`config.mk`:
```
export PLATFORM = sky130hd
export DESIGN_NAME = sumador_serie
export DESIGN_NICKNAME = d
export VERILOG_FILES = /design/src/rtl/sumador_pkg.sv /design/src/rtl/sumador_completo.sv /design/src/rtl/sumador_serie.sv
export SDC_FILE = /design/constraint.sdc
export NUM_CORES = 1
export LEC_CHECK = 0
export ABC_AREA = 1
export CORE_MARGIN = 5
export CORE_UTILIZATION = 47
export DETAILED_ROUTE_END_ITERATION = 12
export DONT_BUFFER_PORTS = 1
export GPL_ROUTABILITY_DRIVEN = 1
export MAX_ROUTING_LAYER = met4
export PLACE_DENSITY = 0.65
export REMOVE_ABC_BUFFERS = 1
export SYNTH_ARGS = -nofsm -noshare
export SYNTH_HDL_FRONTEND = slang
export SYNTH_SLANG_ARGS = --single-unit
```
`constraint.sdc`:
```
create_clock -name clk -period 2.5 [get_ports clk]
set_input_delay 0.625 -clock clk [delete_from_list [all_inputs] [get_ports clk]]
set_output_delay 0.625 -clock clk [all_outputs]
set_load 0.005 [all_outputs]
```
`src/rtl/sumador_pkg.sv`:
```
// Shared definitions for the bit-serial adder/subtractor: FSM encoding and
// counter sizing helper.
package sumador_pkg;

    localparam logic [1:0] EST_REPOSO  = 2'd0;
    localparam logic [1:0] EST_SUMANDO = 2'd1;
    localparam logic [1:0] EST_FIN     = 2'd2;

    // Bit counter needs clog2(width) bits, but never fewer than one.
    function automatic int ancho_contador(input int w);
        return (w > 1) ? $clog2(w) : 1;
    endfunction

endpackage

```
`src/rtl/sumador_completo.sv`:
```
// One-bit full adder used as the single arithmetic cell of the serial adder.
module sumador_completo (
    input  logic a,
    input  logic b,
    input  logic cin,
    output logic s,
    output logic cout
);

    assign s    = a ^ b ^ cin;
    assign cout = (a & b) | (a & cin) | (b & cin);

endmodule

```
`src/rtl/sumador_serie.sv`:
```
// Bit-serial adder/subtractor: latches operands on start, adds one bit per
// clock LSB first, then reports S/Cout/desb with a one-cycle done pulse.
module sumador_serie
    import sumador_pkg::*;
#(
    parameter int WIDTH = 8
) (
    input  logic             clk,
    input  logic             rst,
    input  logic             start,
    input  logic             resta,
    input  logic [WIDTH-1:0] A,
    input  logic [WIDTH-1:0] B,
    output logic [WIDTH-1:0] S,
    output logic             Cout,
    output logic             desb,
    output logic             busy,
    output logic             done
);

    localparam int             CW      = ancho_contador(WIDTH);
    localparam logic [CW-1:0]  CNT_FIN = CW'(WIDTH - 1);

    logic [1:0]       estado_q, estado_d;
    logic [WIDTH-1:0] regA_q, regA_d;
    logic [WIDTH-1:0] regB_q, regB_d;
    logic [WIDTH-1:0] acc_q, acc_d;
    logic [WIDTH-1:0] S_q, S_d;
    logic [CW-1:0]    cnt_q, cnt_d;
    logic             carry_q, carry_d;
    logic             Cout_q, Cout_d;
    logic             desb_q, desb_d;
    logic             bit_s, bit_c;

    sumador_completo u_celda (
        .a    (regA_q[0]),
        .b    (regB_q[0]),
        .cin  (carry_q),
        .s    (bit_s),
        .cout (bit_c)
    );

    always_comb begin
        estado_d = estado_q;
        regA_d   = regA_q;
        regB_d   = regB_q;
        acc_d    = acc_q;
        S_d      = S_q;
        cnt_d    = cnt_q;
        carry_d  = carry_q;
        Cout_d   = Cout_q;
        desb_d   = desb_q;
        case (estado_q)
            EST_REPOSO: begin
                if (start) begin
                    // Subtraction is A + ~B + 1: invert B and seed the carry.
                    regA_d   = A;
                    regB_d   = resta ? ~B : B;
                    carry_d  = resta;
                    cnt_d    = '0;
                    estado_d = EST_SUMANDO;
                end
            end
            EST_SUMANDO: begin
                carry_d            = bit_c;
                acc_d              = acc_q >> 1;
                acc_d[WIDTH-1]     = bit_s;
                regA_d             = regA_q >> 1;
                regB_d             = regB_q >> 1;
                cnt_d              = cnt_q + CW'(1);
                if (cnt_q == CNT_FIN) begin
                    // carry_q is still the carry into the MSB at this point.
                    cnt_d    = cnt_q;
                    S_d      = acc_d;
                    Cout_d   = bit_c;
                    desb_d   = carry_q ^ bit_c;
                    estado_d = EST_FIN;
                end
            end
            EST_FIN: estado_d = EST_REPOSO;
            default: estado_d = EST_REPOSO;
        endcase
    end

    always_ff @(posedge clk) begin
        if (rst) begin
            estado_q <= EST_REPOSO;
            regA_q   <= '0;
            regB_q   <= '0;
            acc_q    <= '0;
            S_q      <= '0;
            cnt_q    <= '0;
            carry_q  <= 1'b0;
            Cout_q   <= 1'b0;
            desb_q   <= 1'b0;
        end else begin
            estado_q <= estado_d;
            regA_q   <= regA_d;
            regB_q   <= regB_d;
            acc_q    <= acc_d;
            S_q      <= S_d;
            cnt_q    <= cnt_d;
            carry_q  <= carry_d;
            Cout_q   <= Cout_d;
            desb_q   <= desb_d;
        end
    end

    assign S    = S_q;
    assign Cout = Cout_q;
    assign desb = desb_q;
    assign busy = (estado_q == EST_SUMANDO);
    assign done = (estado_q == EST_FIN);

endmodule

```
==> flow_summary.toml <==
[critical_path]
timing.reg2reg.setup_slack_ps = 830
startpoint_type = "flop"
critical_path_arrival_ps = 1320
critPathSlowestCell = "dfxtp_1"
crit_path_max_fanout = 17
worst_path_largest_cell_delay_ps = 690
end_kind = "output port"
path_class = "reg2out"
critical_path_required_ps = 1880
cp_cell_sequence = "inv_4 -> nor2_8"

[final_layout]
fillers = 426
finish.net_count = 276
drive_gt1_frac = 0.0748
commonest_cells_after_routing_fill_and_taps_aside = "73 x nand2_1, 43 x nor2_1, 39 x dfxtp_1"
final_common_cell = "nand2_1"
flow.area_growth_from_synthesis_pct = 3.05
antenna_cells = 0

[logic_synthesis]
synth_top_cell_by_area = "dfxtp_1"
seq_area_frac_synth = 0.424
synth_cells = 257
flop_and_latch_count_out_of_synthesis = 39
yosys_warnings = 0
number_of_distinct_library_cells_after_synthesis = 25
post_synthesis_average_cell_area_sq_um = 7.17
mappedNetlistArea_sq_mm = 0.00184
synth_top_area_cells = "dfxtp_1 42%, nand2_1 15%, nor2_1 8.8%"
yosys.area.top_type_share = 0.424

[timing]
skew_ps = 5.11
rsz0062_at_grt = "no"
timing.fmax_ghz = 0.515
timing_max_transition_violations_final = 0
final_period_minus_worst_setup_slack_ps = 1940
slew_headroom = 0.611
fin_setup_tns_ps = 0
setup_viol = 0
worst_slew_pin_slew_ps = 582
timing_hold_violations_final = 0
fin_crit_sh = 0.776

[global_routing]
antenna_found_initial = 0
globalRouteTotalUtil = 0.152
largest_net_degree_at_the_start_of_global_routing = 27
grt_overflow_total = 0
first_global_vias = 1381
global_route_wire_length_before_repair_microns = 6160

[clocking]
clkSlewWorstSetupHoldPaths_ps = 70
clock_tree.root_cell = "clkbuf_8"
cts.htree.levels = 2
cts_tree = "built"
postCtsHoldBufs = 0
numClockSinks = 39
post_cts.repair.setup_buffers = 0
cts.path.max_buffers = 2
total_of_cells_resized_after_clock_tree_synthesis = 0
worst_skew_pair.late_latency_ps = 290
clock_buffer_count_from_cts = 5

[floorplan]
die_width_microns = 72.6
row_count = 22
start_util = 0.492
die-area_sq_mm = 0.00527
core-area_sq_mm = 0.00374
num_io_pins = 32
floorplan.die.height_microns = 72.6

[detailed_routing]
drt_wl_total_microns = 3620
wl_per_cell_microns = 12.0
drc = 0
drt-vias-per-instance = 4.88
dr_total_vias = 1474
drtIter0Drc = 99
drtAntennaViolNets = 0
drt_pre_antenna_iters = 4

[pwr]
powerDensity_mw_per_mm2 = 649
peakVddDrop_mv = 0.319
power.static_leakage_nw = 0.902
p_total_mw = 1.23

[placement]
detailedPlacementHpwl_microns = 2470
finalWeightedCongestion = 0.757
port-buffer-count = 0

[run_status]
outcome = "finished clean"

[run]
max_cap_violations = 0

[worst_hold_path]
hp-class = "in2reg"
==> per-stage QoR <==
| stage | util | setup WS, ps | cells | cell area, sq um | hold slack, ps |
|---|---|---|---|---|---|
| detailed placement | 0.486 | 799 | 294 | 1820 | 447 |
| global placement | 0.486 | 851 | 294 | 1820 | 456 |
| global route | 0.507 | 456 | 302 | 1900 | 390 |
| floorplan | - | 981 | 245 | 1750 | 435 |
| CTS | 0.507 | 542 | 302 | 1900 | 391 |
| finish | 0.507 | 559 | 302 | 1900 | 395 |
==> Yosys cell counts <==
library cell	n
a211oi_1	2
a21oi_1	13
buf_2	4
buf_4	1
buf_6	5
clkbuf_1	1
clkbuf_2	1
dfxtp_1	39
fa_1	1
ha_1	2
inv_1	23
inv_4	2
nand2_1	73
nand2_2	1
nand2_4	1
nand2_8	1
nand3_1	13
nor2_1	43
nor2_4	1
nor2_8	1
o21ai_0	22
o21ai_2	3
o21ai_4	1
or2_2	1
xor2_1	2
==> routing by layer <==
metal	vias up	part of all wire	track usage	routed length, microns
li1	794	-	-	-
met1	652	0.50	0.194	1810
met2	24	0.44	0.232	1610
met3	4	0.044	0.0386	159
met4	0	0.012	0.0553	44
met5	-	0	-	0
==> path summary, 6_finish.rpt <==
path | from | end | cells after the start
worst min-delay path | rst | cnt_q[1] | 1
worst max-delay path | estado_q[0] | busy | 2
worst max register to register | estado_q[0] | cnt_q[0] | 6
worst min register to register | regB_q[7] | regB_q[7] | 2
==> area by class of cell <==
cell class | instances | area (sq um) | area share
multi-input combinational | 181 | 871 | 0.458
sequential | 39 | 781 | 0.411
inverter | 25 | 98.8 | 0.0520
clock buffer | 7 | 76.3 | 0.0402
tap | 48 | 60.1 | 0.0316
timing repair buffer | 1 | 7.51 | 0.00395
clock inverter | 1 | 5.00 | 0.00264
==> power breakdown <==
part           switching [mW]  leakage, nW  internal (mW)  total [mW]
registers              0.0232        0.320          0.657       0.681
logic                  0.0932        0.540         0.0560       0.149
clock network           0.208       0.0422          0.196       0.403
total                   0.324        0.902          0.909        1.23
==> registers in the layout (all words and copies together), names as in the netlist <==
name and cells:
acc_q 7, desb 1, estado_q 2, cnt_q 3
Cout 1, regA_q 8, carry_q 1, S 8
regB_q 8
==> worst max-delay path, delay by kind of cell, from the launching register on <==
family / cells / cell delay, ps
DFF: 1 / 690
and+or+nand+nor: 1 / 240
buffers and inverters: 1 / 100
==> kinds of logic (layout without fill, tap and decap cells) <==
group           count (synthesis)  after routing  synth area share
simple gates                  135            135             0.312
fa+ha+maj                       3              3            0.0244
xor+xnor                        2              2           0.00951
compound gates                 41             41             0.126
flops                          39             39             0.424
buf+inv                        37             34             0.104
Note: power is estimated with default switching activity, not from simulation.
